## src/rtl/serv_uart_rx_wb.sv

```systemverilog
// Wishbone-readable 8N1 UART receiver with a small receive FIFO.
// Define SERV_RX_IRQ_EN to enable irq_o and the STATUS irq_en bit.
module serv_uart_rx_wb #(
    parameter int unsigned DIV_RESET  = 217,
    parameter int unsigned FIFO_DEPTH = 8
) (
    input  logic        wb_clk_i,
    input  logic        wb_rst_i,
    input  logic        wbs_cyc_i,
    input  logic        wbs_stb_i,
    input  logic        wbs_we_i,
    input  logic [3:0]  wbs_sel_i,
    input  logic [31:0] wbs_adr_i,
    input  logic [31:0] wbs_dat_i,
    output logic [31:0] wbs_dat_o,
    output logic        wbs_ack_o,
    input  logic        rx_i,
    output logic        irq_o
);
    localparam int AW = $clog2(FIFO_DEPTH);
    localparam logic [AW:0] FULL_CNT = (AW+1)'(FIFO_DEPTH);
    localparam logic [AW:0] ONE_CNT  = (AW+1)'(1);

    localparam logic [2:0] S_IDLE  = 3'd0;
    localparam logic [2:0] S_START = 3'd1;
    localparam logic [2:0] S_DATA  = 3'd2;
    localparam logic [2:0] S_STOP  = 3'd3;
    localparam logic [2:0] S_WAIT  = 3'd4;

    logic        rx_s1_q, rx_s2_q, rxs;
    logic [2:0]  st_q, st_d;
    logic [15:0] cnt_q, cnt_d;
    logic [2:0]  idx_q, idx_d;
    logic [7:0]  sh_q, sh_d;
    logic [15:0] div_q, div_d;
    logic        push, ferr_set;

    logic [7:0]  mem_q [FIFO_DEPTH];
    logic [AW-1:0] wp_q, wp_d, rp_q, rp_d;
    logic [AW:0] count_q, count_d;
    logic        ovr_q, ovr_d, ferr_q, ferr_d;
    logic        ack_q, ack_d;
    logic [31:0] dat_q, dat_d, rdata;
    logic        req, rd, wr, pop, do_push, full, not_empty, irq_en;
    logic [1:0]  reg_sel;

    assign rxs       = rx_s2_q;
    assign full      = (count_q == FULL_CNT);
    assign not_empty = (count_q != '0);
    assign req       = wbs_cyc_i & wbs_stb_i & ~ack_q;
    assign rd        = req & ~wbs_we_i;
    assign wr        = req & wbs_we_i;
    assign reg_sel   = wbs_adr_i[3:2];
    assign pop       = rd & (reg_sel == 2'd0) & not_empty;
    // A push into a full FIFO still lands if a pop frees the slot this cycle.
    assign do_push   = push & (~full | pop);

    always_comb begin
        st_d     = st_q;
        cnt_d    = cnt_q;
        idx_d    = idx_q;
        sh_d     = sh_q;
        push     = 1'b0;
        ferr_set = 1'b0;
        unique case (st_q)
            S_IDLE: if (!rxs) begin
                cnt_d = {1'b0, div_q[15:1]};
                st_d  = S_START;
            end
            S_START: if (cnt_q == '0) begin
                if (rxs) begin
                    st_d = S_IDLE;
                end else begin
                    cnt_d = div_q - 16'd1;
                    idx_d = 3'd0;
                    st_d  = S_DATA;
                end
            end else begin
                cnt_d = cnt_q - 16'd1;
            end
            S_DATA: if (cnt_q == '0) begin
                sh_d  = {rxs, sh_q[7:1]};
                cnt_d = div_q - 16'd1;
                idx_d = idx_q + 3'd1;
                if (idx_q == 3'd7) st_d = S_STOP;
            end else begin
                cnt_d = cnt_q - 16'd1;
            end
            S_STOP: if (cnt_q == '0) begin
                if (rxs) begin
                    push = 1'b1;
                    st_d = S_IDLE;
                end else begin
                    ferr_set = 1'b1;
                    st_d     = S_WAIT;
                end
            end else begin
                cnt_d = cnt_q - 16'd1;
            end
            S_WAIT: if (rxs) st_d = S_IDLE;
            default: st_d = S_IDLE;
        endcase
    end

    always_comb begin
        div_d = div_q;
        if (wr && reg_sel == 2'd2) begin
            if (wbs_sel_i[0]) div_d[7:0]  = wbs_dat_i[7:0];
            if (wbs_sel_i[1]) div_d[15:8] = wbs_dat_i[15:8];
            if (div_d < 16'd4) div_d = 16'd4;
        end
    end

    always_comb begin
        wp_d    = do_push ? wp_q + AW'(1) : wp_q;
        rp_d    = pop ? rp_q + AW'(1) : rp_q;
        count_d = count_q;
        if (do_push && !pop) count_d = count_q + ONE_CNT;
        else if (pop && !do_push) count_d = count_q - ONE_CNT;
        ovr_d  = ovr_q;
        ferr_d = ferr_q;
        if (wr && reg_sel == 2'd1) begin
            if (wbs_dat_i[2]) ovr_d  = 1'b0;
            if (wbs_dat_i[3]) ferr_d = 1'b0;
        end
        if (push && full && !pop) ovr_d = 1'b1;
        if (ferr_set) ferr_d = 1'b1;
    end

    always_comb begin
        rdata = '0;
        unique case (reg_sel)
            2'd0: rdata = not_empty ? {24'd0, mem_q[rp_q]} : 32'd0;
            2'd1: rdata = {27'd0, irq_en, ferr_q, ovr_q, full, not_empty};
            2'd2: rdata = {16'd0, div_q};
            2'd3: rdata = 32'd0;
        endcase
        ack_d = req;
        dat_d = rd ? rdata : 32'd0;
    end

    always_ff @(posedge wb_clk_i) begin
        if (wb_rst_i) begin
            rx_s1_q <= 1'b1;
            rx_s2_q <= 1'b1;
            st_q    <= S_IDLE;
            cnt_q   <= '0;
            idx_q   <= '0;
            sh_q    <= '0;
            div_q   <= 16'(DIV_RESET);
            wp_q    <= '0;
            rp_q    <= '0;
            count_q <= '0;
            ovr_q   <= 1'b0;
            ferr_q  <= 1'b0;
            ack_q   <= 1'b0;
            dat_q   <= '0;
        end else begin
            rx_s1_q <= rx_i;
            rx_s2_q <= rx_s1_q;
            st_q    <= st_d;
            cnt_q   <= cnt_d;
            idx_q   <= idx_d;
            sh_q    <= sh_d;
            div_q   <= div_d;
            wp_q    <= wp_d;
            rp_q    <= rp_d;
            count_q <= count_d;
            ovr_q   <= ovr_d;
            ferr_q  <= ferr_d;
            ack_q   <= ack_d;
            dat_q   <= dat_d;
        end
    end

    always_ff @(posedge wb_clk_i) begin
        if (do_push) mem_q[wp_q] <= sh_q;
    end

`ifdef SERV_RX_IRQ_EN
    logic irq_en_q, irq_q;
    assign irq_en = irq_en_q;
    assign irq_o  = irq_q;
    always_ff @(posedge wb_clk_i) begin
        if (wb_rst_i) begin
            irq_en_q <= 1'b0;
            irq_q    <= 1'b0;
        end else begin
            if (wr && reg_sel == 2'd1) irq_en_q <= wbs_dat_i[4];
            irq_q <= irq_en_q & (not_empty | ovr_q | ferr_q);
        end
    end
`else
    assign irq_en = 1'b0;
    assign irq_o  = 1'b0;
`endif

    assign wbs_ack_o = ack_q;
    assign wbs_dat_o = dat_q;

    logic unused_bits;
    assign unused_bits = ^{wbs_adr_i[31:4], wbs_adr_i[1:0],
                           wbs_sel_i[3:2], wbs_dat_i[31:16], wbs_dat_i[4]};
endmodule

```

## config.mk

```make
export PLATFORM = sky130hd
export DESIGN_NAME = serv_uart_rx_wb
export DESIGN_NICKNAME = d
export VERILOG_FILES = /design/src/rtl/serv_uart_rx_wb.sv
export SDC_FILE = /design/constraint.sdc
export NUM_CORES = 1
export LEC_CHECK = 0
export CAP_MARGIN = 20
export CORE_MARGIN = 2
export CORE_UTILIZATION = 43
export DETAILED_ROUTE_END_ITERATION = 10
export GPL_TIMING_DRIVEN = 0
export PLACE_DENSITY = 0.72
export SLEW_MARGIN = 5
export SYNTH_ARGS = -nofsm -noshare
export SYNTH_HDL_FRONTEND = slang
export SYNTH_SLANG_ARGS = --single-unit
```

## constraint.sdc

```tcl
create_clock -name wb_clk_i -period 5.15 [get_ports wb_clk_i]
set_input_delay 1.03 -clock wb_clk_i [delete_from_list [all_inputs] [get_ports wb_clk_i]]
set_output_delay 1.03 -clock wb_clk_i [all_outputs]
set_load 0.05 [all_outputs]
```

=== After elaboration in Yosys (flattened, before gate mapping) ===
Memories as Yosys holds them, arrays and structs flattened. A register that Yosys moved wholly into a read port is not among the register bits.
Index checks and enable logic that the tools add are counted.

* Output and inout bits: 34
* Word-level logic and storage cells: 123
* Memory bits (writable): 64
* Bits in registers: 93
* Memories kept: 1
* Bits of input ports: 74

* Reduce and logical (&&, ||, !) cells: 26
* Equality and inequality tests: 18
* Bitwise logic cells: 12
* Mux-type cells: 44
* Add/sub/neg operators: 7
* Order comparisons: 1

{| class="wikitable"
|+ Memory list
! name !! depth !! width !! read ports !! clocked after memory_dff !! write ports !! line !! RTL
|-
| mem_q || 8 || 8 || 1 || 1 || 1 || 38 || <nowiki>logic [7:0] mem_q [FIFO_DEPTH];</nowiki>
|}

{| class="wikitable"
|+ Operators by type and width
! cell !! count
|-
| $pmux 32 s4 || 1
|-
| $mux 16 || 6
|-
| $pmux 16 s4 || 1
|-
| $mux 8 || 5
|-
| $mux 3 || 12
|-
| $sub 16x1->16 const B || 2
|-
| $logic_not 16->1 || 1
|-
| $lt 16x3->1 const B || 1
|-
| $ne 2x2->1 const B || 8
|-
| $pmux 3 s5 || 1
|-
| $mux 1 || 14
|-
| $reduce_bool 2->1 || 6
|-
| $add 3x1->3 const B || 3
|-
| $mux 4 || 2
|-
| $reduce_and 4->1 || 2
|-
| $reduce_bool 4->1 || 2
|-
| $and 1x1->1 || 7
|-
| $eq 3x2->1 const B || 2
|-
| $eq 3x3->1 const B || 2
|-
| $logic_and 1x1->1 || 6
|-
| $pmux 3 s2 || 1
|-
| $reduce_and 2->1 || 3
|-
| $reduce_and 6->1 || 1
|-
| $add 4x1->4 const B || 1
|-
| other kinds (13) || 18
|}

=== Depth between registers and ports, before layout ===
* Word-level depth: 11
* Depth in mapped cells: 13
* Gate-level depth less buffers: 13

=== Worst setup path after synthesis ===
No wires, ideal clock.

* Kind: input to register
* Start: input port wbs_stb_i
* End: register count_q[3]
* Cell stages on the path: 11
* Data arrival time: 3.319 ns
* Slack: 1.760 ns
* Path through: nor4bb_1 -> a311oi_1 -> nor4_4 -> ha_1 -> inv_1 -> ha_1 -> a21o_1 -> a21oi_1 -> xnor2_1 -> or3_1 -> a21oi_1

* Cells in the longest elaborated chain, start to end: 10

{| class="wikitable"
|+ Ends and longest elaborated chain
! item !! line !! RTL
|-
| from (decl) || 10 || <nowiki>input logic wbs_stb_i,</nowiki>
|-
| $and 1x1->1 * (2 in series) || 50 || <nowiki>assign req = wbs_cyc_i & wbs_stb_i & ~ack_q;</nowiki>
|-
| $and 1x1->1 * || 51 || <nowiki>assign rd = req & ~wbs_we_i;</nowiki>
|-
| $and 1x1->1 * (2 in series) || 54 || <nowiki>assign pop = rd & (reg_sel == 2'd0) & not_empty;</nowiki>
|-
| $or 1x1->1 * || 56 || <nowiki>assign do_push = push & (~full | pop);</nowiki>
|-
| $and 1x1->1 * || 56 ||
|-
| named net do_push || 44 || <nowiki>logic req, rd, wr, pop, do_push, full, not_empty, irq_en;</nowiki>
|-
| $logic_not 1->1 || 119 || <nowiki>else if (pop && !do_push) count_d = count_q - ONE_CNT;</nowiki>
|-
| $logic_and 1x1->1 || 119 ||
|-
| $reduce_bool 2->1 (no source line) || -- ||
|-
| to (signal assigned) || 168 || <nowiki>count_q <= count_d;</nowiki>
|-
| to (decl) || 40 || <nowiki>logic [AW:0] count_q, count_d;</nowiki>
|}

The timed path passes the listed nets; every way through them passes the cells marked *.
A chain may end at the register's enable or synchronous reset.

=== Final worst setup path ===
* Start: input port wbs_we_i
* End: register count_q[3]

* Cells in the longest elaborated chain, start to end: 9

{| class="wikitable"
|+ Ends and longest elaborated chain
! item !! line !! RTL
|-
| from (decl) || 11 || <nowiki>input logic wbs_we_i,</nowiki>
|-
| $not 1->1 * || 51 ||
|-
| $and 1x1->1 * || 51 ||
|-
| $and 1x1->1 * (2 in series) || 54 ||
|-
| $or 1x1->1 * || 56 ||
|-
| $and 1x1->1 * || 56 ||
|-
| named net do_push || 44 ||
|-
| $logic_not 1->1 || 119 ||
|-
| $logic_and 1x1->1 || 119 ||
|-
| $reduce_bool 2->1 (no source line) || -- ||
|}

Marks and branches as above.

==> run_results.csv <==
group,metric,value,unit
power_and_ir_drop,p_leak,2.78,nW
placement,place_inst,900,
clock_network,clock_sinks,144,
clock_network,clockBufferDepth,2,
logic_synthesis,synth_area_leader_cell,"edfxtp_1",
setup_path,end_kind,"register",
global_route,first_global_vias,5095,
logic_synthesis,synth-simple-area-share,17.5,%
finish,drive_gt1_share,12.9,%
floorplan,start_util,44.5,%
floorplan,boundaryPins,108,
logic_synthesis,synth-compound-area-share,11.3,%
setup_path,crit_type,"in2reg",
setup_path,cp_top_family,"simple AND/OR/NAND/NOR gates",
logic_synthesis,syn-cell-area,0.00681,mm^2
clock_network,post_cts_buffers,0,
drt,wl_per_cell,18.7,um
sta,slew_viol_final,0,
drt,first_iter_violations,523,
setup_path,arrival,4580,ps
global_route,antenna_found_initial,0,
power_and_ir_drop,p_total,2.62,mW
placement,placed_area,0.00753,mm^2
global_route,grt_max_degree,17,
drt,wirelength,17.5,mm
clock_network,htree_levels,4,
logic_synthesis,synth_edf_count,64,
logic_synthesis,yosys_warnings,0,
finish,final_area,0.00807,mm^2
logic_synthesis,ys_seq_area_share,51.7,%
floorplan,die_h,130,um
sta,fmax,0.236,GHz
global_route,grt_usage,21.4,%
clock_network,cts_resized,0,
logic_synthesis,synthXorXnorAreaFrac,3.34,%
setup_path,critPathBufInv,2,
clock_network,ctsHoldBuffers,0,
sta,finClkSkew,8.43,ps
setup_path,max_stage_delay,660,ps
sta,final-hold-violation-count,0,
drt,via_count,5288,
drt,vias_per_cell,5.67,
sta,fin_crit_sh,82.3,%
logic_synthesis,synth_cell_types,65,
finish,layout.cells.non_filler,933,
logic_synthesis,synth_ff_type,"dfxtp_1",
sta,setup_tns,0,ps
logic_synthesis,synth_top_area_share,28.2,%
floorplan,fp.dieArea,0.0169,mm^2
setup_path,slowest_stage,"nor4bb_1",
run,drv_cap,0,
sta,rsz0062_at_grt,"no",
logic_synthesis,synth.area.top_cells,"edfxtp_1 (28%), dfxtp_1 (24%), mux4_2 (5.3%), nand2_1 (3.5%), nor2_1 (3.3%)",
global_route,grt_first_pass_wirelength,27.2,mm
drt,drc,0,
placement,gp_congestion,0.904,
finish,area_growth,18.4,%
floorplan,fp.dieW,130,um
power_and_ir_drop,powerDensity,325,mW/mm^2
sta,setup_violations,0,
logic_synthesis,synth_top_family_by_area,"simple AND/OR/NAND/NOR gates",
logic_synthesis,ys_ff_latch,144,
sta,max_slew_margin,25.6,%
drt,antenna_left,0,
setup_path,path_max_fanout,6,
clock_network,insertion_delay,420,ps
clock_network,tritoncts,"done",
logic_synthesis,ys_async_sr_fraction,0,%
placement,port_buffers,39,
logic_synthesis,syn_inst,634,
logic_synthesis,synthMuxAreaShare,8.95,%
setup_path,startpoint_type,"input pin",
outcome,status,"finished clean",
finish,diodes,0,
setup_path,cp_cell_sequence,"clkdlybuf4s50_1, nor4bb_1, a311oi_1, nor4_4, ha_1, inv_1, ha_1, a21o_1, a21oi_1, xnor2_1, or3_1, a21oi_1",
clock_network,numCtsBuffers,17,
placement,dpl.hpwl,12.5,mm
global_route,overflow,0,
power_and_ir_drop,peakVddDrop,0.216,mV
clock_network,clk_pin_slew,60,ps
finish,finalNetCount,794,
setup_path,worst_ep_required_time,5490,ps
sta,fin_crit,4240,ps
floorplan,coreArea,0.0153,mm^2
logic_synthesis,synth.avg_cell_area,10.7,um^2
worst_hold_path,hold_class,"reg2reg",
logic_synthesis,yosys.area_share.adder,2.13,%
sta,worst_slew_pin_slew,1110,ps
drt,dr.pass1.iters,5,
floorplan,rows,45,
clock_network,cts_root_buf,"clkbuf_16",
Yosys cell counts (3+ instances only):
cell	number
and2_1	10
nor4_1	12
o32ai_1	4
or3_1	3
nand4_1	10
a21oi_1	41
o21ai_0	15
inv_1	16
nor3b_1	5
xor2_1	14
nand3_1	14
a311oi_1	3
nor4b_1	4
nor2_1	60
mux2i_1	17
mux2_2	7
or2_2	5
mux4_2	16
a211oi_1	10
a22oi_1	5
clkbuf_1	30
ha_1	10
xnor2_1	12
nand2_1	63
a221oi_1	8
nand2b_1	11
edfxtp_1	64
o21ai_1	3
nor3_1	13
buf_4	19
o22ai_1	4
dfxtp_1	80
buf_2	4
per-layer routing:
layer	up-vias	share of wire, %	GRT usage [%]
li1	2452	-	-
met1	2559	44	28.1
met2	241	47	35.2
met3	36	6.2	3.77
met4	0	2.5	9.17
met5	-	0	0
logic make-up (layout without fill, tap and decap cells):
kind of cell | after synthesis | count (layout)
mux | 40 | 40
fa+ha+maj | 11 | 11
simple gates | 228 | 228
compound gates | 114 | 114
buf+inv | 70 | 142
flops | 144 | 144
other cells | 1 | 17
xor+xnor | 26 | 26
area by class of cell:
| type | count | area (um^2) |
|---|---|---|
| Multi-Input combinational cell | 436 | 3020 |
| Timing Repair Buffer | 40 | 398 |
| Clock inverter | 11 | 83.8 |
| Sequential cell | 144 | 3520 |
| Tap cell | 211 | 264 |
| Fill cell | 1352 | 7250 |
| Clock buffer | 21 | 440 |
| Buffer | 54 | 279 |
| Inverter | 16 | 60.1 |
report_power, final:
part / switching (mW) / total, mW / internal (mW)
sequential: 0.0143 / 1.21 / 1.20
combinational: 0.200 / 0.307 / 0.107
clock: 0.482 / 1.10 / 0.621
metrics by stage:
step | setup WS, ps | hold slack [ps] | util, %
floorplan | 1760 | 389 | -
global placement | 413 | 403 | 49.1
detailed placement | 594 | 397 | 49.2
CTS | 995 | 411 | 52.6
global route | 729 | 434 | 52.7
finish | 910 | 408 | 52.7
flip-flops by register name, summed over array words and instances, names as in the netlist, named ones only:
signal / cells
rx_s2_q: 1
div_q: 16
st_q: 3
sh_q: 8
idx_q: 3
wbs_ack_o: 1
rx_s1_q: 1
rp_q: 3
count_q: 4
wbs_dat_o: 16
wp_q: 3
mem_q: 64
cnt_q: 16
ferr_q: 1
ovr_q: 1
placed cells by master, fill, tap and decap left out, drive strengths merged, types with 16 or more instances in the layout:
cell / Yosys / final
inv: 16 / 20
nor4: 16 / 16
mux4: 16 / 16
edfxtp: 64 / 64
buf: 24 / 24
clkbuf: 30 / 52
nor2: 61 / 61
clkdlybuf4s50: 0 / 39
conb: 1 / 17
mux2i: 17 / 17
dfxtp: 80 / 80
nand2: 63 / 63
o21ai: 18 / 18
a21oi: 44 / 44
path summary, 6_finish.rpt:
check / start / endpoint / slack [ps] / cells past startpoint
setup / recovery: wbs_we_i / count_q[3] / 910 / 12
hold / removal: rx_s1_q / rx_s2_q / 410 / 1
setup reg to reg: cnt_q[0] / count_q[3] / 1560 / 13
hold reg to reg: rx_s1_q / rx_s2_q / 410 / 1
(Power assumes the default switching activity.)
